`config.mk`:
```
export PLATFORM = sky130hd
export DESIGN_NAME = traffic_light_ctrl
export DESIGN_NICKNAME = d
export VERILOG_FILES = /design/src/rtl/traffic_pkg.sv /design/src/rtl/tl_phase_timer.sv /design/src/rtl/traffic_light_ctrl.sv
export SDC_FILE = /design/constraint.sdc
export NUM_CORES = 1
export LEC_CHECK = 0
export CELL_PAD_IN_SITES_DETAIL_PLACEMENT = 1
export CELL_PAD_IN_SITES_GLOBAL_PLACEMENT = 1
export CORE_MARGIN = 2
export CORE_UTILIZATION = 25
export CTS_CLUSTER_DIAMETER = 30
export DETAILED_ROUTE_END_ITERATION = 12
export GPL_TIMING_DRIVEN = 0
export PLACE_DENSITY_LB_ADDON = 0.3
export SYNTH_ARGS = -nofsm -noshare
export SYNTH_HDL_FRONTEND = slang
export SYNTH_SLANG_ARGS = --single-unit
export TNS_END_PERCENT = 30
```
`constraint.sdc`:
```
create_clock -name clk -period 2.07 [get_ports clk]
set_input_delay 0.207 -clock clk [delete_from_list [all_inputs] [get_ports clk]]
set_output_delay 0.207 -clock clk [all_outputs]
set_load 0.02 [all_outputs]
```
`src/rtl/traffic_pkg.sv`:
```
// Shared types for the intersection controller: lamp encoding, phase codes
// and the lamp decode used by the controller's registered outputs.
package traffic_pkg;

  typedef enum logic [1:0] {
    OFF    = 2'b00,
    GREEN  = 2'b01,
    YELLOW = 2'b10,
    RED    = 2'b11
  } light_t;

  // Phase codes double as the debug phase output.
  typedef enum logic [2:0] {
    MAIN_GREEN  = 3'd0,
    MAIN_YELLOW = 3'd1,
    ALLRED_A    = 3'd2,
    SIDE_GREEN  = 3'd3,
    SIDE_YELLOW = 3'd4,
    ALLRED_B    = 3'd5,
    FLASH       = 3'd6
  } tl_state_t;

  // Main-road lamp for a given phase; in FLASH it blinks yellow.
  function automatic light_t main_lamp(input tl_state_t s, input logic blink);
    case (s)
      MAIN_GREEN:  return GREEN;
      MAIN_YELLOW: return YELLOW;
      FLASH:       return blink ? YELLOW : OFF;
      default:     return RED;
    endcase
  endfunction

  // Side-road lamp for a given phase; in FLASH it blinks red.
  function automatic light_t side_lamp(input tl_state_t s, input logic blink);
    case (s)
      SIDE_GREEN:  return GREEN;
      SIDE_YELLOW: return YELLOW;
      FLASH:       return blink ? RED : OFF;
      default:     return RED;
    endcase
  endfunction

endpackage

```
`src/rtl/tl_phase_timer.sv`:
```
// Loadable down-counter used to time each phase. Loading takes priority;
// otherwise the count decrements and rests at zero. expired is a pure
// decode of the count so it is valid in the same cycle the count hits zero.
module tl_phase_timer #(
  parameter int CNT_W = 8
) (
  input  logic             clk,
  input  logic             load,
  input  logic [CNT_W-1:0] load_val,
  output logic [CNT_W-1:0] value,
  output logic             expired
);

  // Load on request, else count down and saturate at zero.
  always_ff @(posedge clk) begin
    if (load) begin
      value <= load_val;
    end else if (value != '0) begin
      value <= value - CNT_W'(1);
    end
  end

  assign expired = (value == '0);

endmodule

```
`src/rtl/traffic_light_ctrl.sv`:
```
// Two-road intersection controller: main road rests in green, side road is
// served on demand (vehicle or pedestrian), with yellow and all-red
// clearance between roads and a maintenance flash mode.
// The next phase is decided combinationally; the state, demand latches and
// all lamp outputs are registered from that decision, so outputs change on
// the same edge as the phase with no extra latency.
module traffic_light_ctrl
  import traffic_pkg::*;
#(
  parameter int CNT_W          = 8,
  parameter int MAIN_GREEN_CYC = 20,
  parameter int SIDE_GREEN_CYC = 10,
  parameter int YELLOW_CYC     = 4,
  parameter int ALLRED_CYC     = 2,
  parameter int FLASH_CYC      = 8
) (
  input  logic       clk,
  input  logic       reset,
  input  logic       side_req,
  input  logic       ped_req,
  input  logic       flash_en,
  output logic [1:0] main_light,
  output logic [1:0] side_light,
  output logic       walk,
  output logic [2:0] phase
);

  tl_state_t        state;
  tl_state_t        nxt;
  logic             side_pend;
  logic             ped_pend;
  logic             blink;
  logic             nxt_blink;
  logic             timer_load;
  logic [CNT_W-1:0] timer_val;
  logic [CNT_W-1:0] timer_value;
  logic             expired;

  // Timer reload value for the phase being entered.
  function automatic logic [CNT_W-1:0] load_for(input tl_state_t s);
    case (s)
      MAIN_GREEN:               return CNT_W'(MAIN_GREEN_CYC - 1);
      MAIN_YELLOW, SIDE_YELLOW: return CNT_W'(YELLOW_CYC - 1);
      SIDE_GREEN:               return CNT_W'(SIDE_GREEN_CYC - 1);
      FLASH:                    return CNT_W'(FLASH_CYC - 1);
      default:                  return CNT_W'(ALLRED_CYC - 1);
    endcase
  endfunction

  tl_phase_timer #(
    .CNT_W(CNT_W)
  ) u_timer (
    .clk     (clk),
    .load    (timer_load),
    .load_val(timer_val),
    .value   (timer_value),
    .expired (expired)
  );

  // Next-phase decision, timer reload and blink update.
  always_comb begin
    nxt        = state;
    nxt_blink  = blink;
    timer_load = 1'b0;
    timer_val  = '0;

    if (flash_en) begin
      nxt = FLASH;
    end else begin
      case (state)
        MAIN_GREEN:  if (expired && (side_pend || ped_pend)) nxt = MAIN_YELLOW;
        MAIN_YELLOW: if (expired) nxt = ALLRED_A;
        ALLRED_A:    if (expired) nxt = SIDE_GREEN;
        SIDE_GREEN:  if (expired) nxt = SIDE_YELLOW;
        SIDE_YELLOW: if (expired) nxt = ALLRED_B;
        ALLRED_B:    if (expired) nxt = MAIN_GREEN;
        FLASH:       nxt = ALLRED_B;
        default:     nxt = ALLRED_B;
      endcase
    end

    if (nxt != state) begin
      // Every phase entry restarts the timer; flash always starts lit.
      timer_load = 1'b1;
      timer_val  = load_for(nxt);
      if (nxt == FLASH) nxt_blink = 1'b1;
    end else if (state == FLASH && expired) begin
      // Staying in flash: each expiry flips the lamps and restarts the half-period.
      timer_load = 1'b1;
      timer_val  = load_for(FLASH);
      nxt_blink  = ~blink;
    end

    if (reset) begin
      timer_load = 1'b1;
      timer_val  = load_for(ALLRED_B);
    end
  end

  // Phase register, demand latches, walk and registered lamp outputs.
  always_ff @(posedge clk) begin
    if (reset) begin
      state      <= ALLRED_B;
      side_pend  <= 1'b0;
      ped_pend   <= 1'b0;
      blink      <= 1'b0;
      walk       <= 1'b0;
      main_light <= RED;
      side_light <= RED;
      phase      <= ALLRED_B;
    end else begin
      state <= nxt;
      blink <= nxt_blink;

      // Demand is discarded in flash and when the side road is being served;
      // a request coinciding with that service edge is covered by it.
      if (state == FLASH || nxt == FLASH ||
          (nxt == SIDE_GREEN && state != SIDE_GREEN)) begin
        side_pend <= 1'b0;
        ped_pend  <= 1'b0;
      end else begin
        side_pend <= side_pend | side_req;
        ped_pend  <= ped_pend | ped_req;
      end

      // Walk is granted for the whole side green only if a pedestrian asked.
      if (nxt == SIDE_GREEN && state != SIDE_GREEN) begin
        walk <= ped_pend;
      end else if (nxt != SIDE_GREEN) begin
        walk <= 1'b0;
      end

      main_light <= main_lamp(nxt, nxt_blink);
      side_light <= side_lamp(nxt, nxt_blink);
      phase      <= nxt;
    end
  end

  // The timer can never hold more than the current phase's reload value.
  always_ff @(posedge clk) begin
    if (!reset) begin
      assert (timer_value <= load_for(state));
    end
  end

endmodule

```
==> results.md <==
* CP required at 2.18 ns
* Vias post-DR at 936
* Unrepaired setup endpoints after global routing: no
* Drt wl/cell at 15.8 um
* WS Path Type: flop to flop
* Layout Utilization at 33.4%
* Fraction of power spent switching nets at 28.4%
* Gpl congestion at 0.789
* DR DRC count at 0
* GRT Residual Overflow at 0
* Minimum clock period at 1.96 ns
* # setup viols final at 0
* Gr usage total at 12.0%
* Mapped Cells at 119
* Initial antenna violation count at 0
* Number of cells on the worst reg-to-reg path at 6
* Core ar. at 4090 um^2
* Slew @ Worst Pin at 0.519 ns
* Die width at 69.7 um
* Max_cap viols at 0
* Num Clock Sinks at 19
* # diodes at 0
* Register bit total from synthesis at 19
* Power per Cell Area at 630 nW/um^2
* Final hold vios at 0
* Finished Layout Cells at 186
* DP HPWL at 2180 um
* Root buffer selected by CTS: clkbuf_8
* Net Switching at 244 uW
* Total power at 860 uW
* Final Routed Wirelength at 2950 um
* DRT Pass-1 Iters at 4
* Syn nets at 126
* Flop pwr share at 49.5%
* Area after DPL at 1250 um^2
* First-pass GRT wire length at 4640 um
* Cell area after synthesis at 1080 um^2
* Rel. slew slack at 65.2%
* CTS tree: built
* IO Port Bufs at 11
* Layout cell share with drive strength beyond 1 at 19.1%
* Ys async rst share at 0%
* Most used DFF post-synth: dfxtp_1
* Die Ht at 69.7 um
* CP Max Fanout at 3
* Tcrit/Tclk final at 94.6%
* # nets final at 144
* Cell-internal power at 616 uW
* Clock network power share at 31.2%
* CTS buffer count at 3
* Worst Hold Class: primary input to flop
* Register area share after synthesis at 42.7%
* Gate power share at 19.3%
* Post-route cell area at 1370 um^2
* Synth unique cells at 42
* Fill cell total of the finished layout at 478
* H-tree Lvls at 1
* Leak pwr at 0.000515 uW
* Largest net degree at the start of global routing at 12
* Pins Over Slew Limit at 0
* Syn. warnings at 0
* EDFF count, synth at 8
* IO Pins at 13
* Clock slew at reported path FFs at 0.08 ns
* Worst Path Arrival at 2.07 ns
* # rows at 23
* Hold Path Depth at 2
* Syn_area_per_cell at 9.06 um^2
* CP Capture Type: flop
* Worst setup SP type: flop
* DR vias/cell at 5.03
* Status: complete, no violations
* Setup_tns at 0 ns
* Placed insts at 180
* Die area at 4860 um^2
* Skew-Pair Late Insertion Delay at 0.26 ns
* Initial Util at 26.4%
* P&R area growth vs syn at 26.6%
* Clock buffer depth at 2
* Number of global-route vias before repair at 943
* Antenna Violating Nets Remaining at 0
* Fmax at 0.511 GHz
* Violation count after the first detailed-route iteration at 18
* Peak VDD IR at 0.000326 V
* Clock Skew at 0.00371 ns
## cells in the final DEF (no fill, tap or decap), types with 3 or more instances in the layout
| cell type | netlist | layout |
|---|---|---|
| a21o_1 | 4 | 4 |
| a21oi_1 | 7 | 7 |
| buf_4 | 1 | 3 |
| clkbuf_8 | 0 | 3 |
| clkdlybuf4s50_1 | 0 | 11 |
| dfxtp_1 | 11 | 11 |
| edfxtp_1 | 8 | 8 |
| inv_1 | 5 | 5 |
| nand2_1 | 10 | 10 |
| nand3_1 | 6 | 6 |
| nor2_1 | 17 | 17 |
| o21ai_0 | 6 | 4 |
| xor2_1 | 5 | 5 |
## synthesized netlist by cell type, types with 4 or more instances
cell	number	area, um^2
a21o_1	4	30.0
a21oi_1	7	35.0
dfxtp_1	11	220
edfxtp_1	8	240
inv_1	5	18.8
nand2_1	10	37.5
nand3_1	6	30.0
nor2_1	17	63.8
o21ai_0	6	30.0
xor2_1	5	43.8
## through the flow
step           setup WS [ns]  hold slack [ns]
3_5_place_dp          -0.246            0.465
3_3_place_gp          -0.176            0.455
2_1_floorplan          0.193            0.323
5_1_grt               0.0325            0.278
4_1_cts               0.0312            0.246
6_report               0.112            0.247
## path summary, 6_finish.rpt
path / start / end / slack, ns
setup reg to reg: u_timer.value[0]$_DFFE_PP_ / u_timer.value[3]$_DFFE_PP_ / 0.11
setup / recovery: u_timer.value[0]$_DFFE_PP_ / u_timer.value[3]$_DFFE_PP_ / 0.11
hold reg to reg: walk$_SDFFE_PP0P_ / walk$_SDFFE_PP0P_ / 0.47
hold / removal: reset / blink$_SDFF_PP0_ / 0.25
## critical path, cell delays in order, from the launching register on
cell,delay (ns)
edfxtp_1,0.42
inv_1,0.10
ha_2,0.21
or3b_4,0.40
or3_1,0.34
a21o_1,0.22
o22ai_2,0.12
## cell type report
class | count | area (um^2) | area share, %
Multi-Input combinational cell | 90 | 619 | 45.4
Clock inverter | 1 | 5.00 | 0.367
Timing Repair Buffer | 13 | 125 | 9.17
Inverter | 5 | 18.8 | 1.37
Tap cell | 50 | 62.6 | 4.58
Sequential cell | 19 | 460 | 33.7
Buffer | 5 | 32.5 | 2.38
Clock buffer | 3 | 41.3 | 3.02
## repair_timing
action | 4_1_cts | 5_1_grt
endpoints found under the setup margin | 20 | 5
buffers inserted | 1 | 1
hold buffers | 0 | 0
gates resized for setup | 5 | 7
## power by group through the flow
stage          Clock, uW  Sequential, uW  Combinational (uW)
2_1_floorplan          0             435                99.1
5_1_grt              296             428                 182
4_1_cts              277             425                 157
3_5_place_dp           0             433                 151
3_3_place_gp           0             432                 148
6_report             268             425                 166
## cell families (layout without fill, tap and decap cells)
family          count (synthesis)  count (layout)  synth area share [%]
flops                          19              19                  42.7
buf+inv                        10              27                  4.76
fa+ha+maj                       2               2                  2.32
xor+xnor                        7               7                  5.68
compound gates                 32              32                  20.7
simple gates                   49              49                  23.9
## per-layer routing
layer  vias to the layer above  wire [um]  share of wire [%]  track usage, %
met2                        14       1410                 48            19.3
met3                         2         93                3.2            3.05
met1                       454       1430                 49            16.5
met4                         0         15               0.51            1.92
met5                         -          0                  0               0
li1                        466          -                  -               -
## registers in the layout, indices dropped and copies added (netlist names)
signal / cells
walk: 1
u_timer.value: 8
main_light: 2
ped_pend: 1
state: 3
blink: 1
side_pend: 1
side_light: 2
Note: power is estimated with default switching activity, not from simulation.
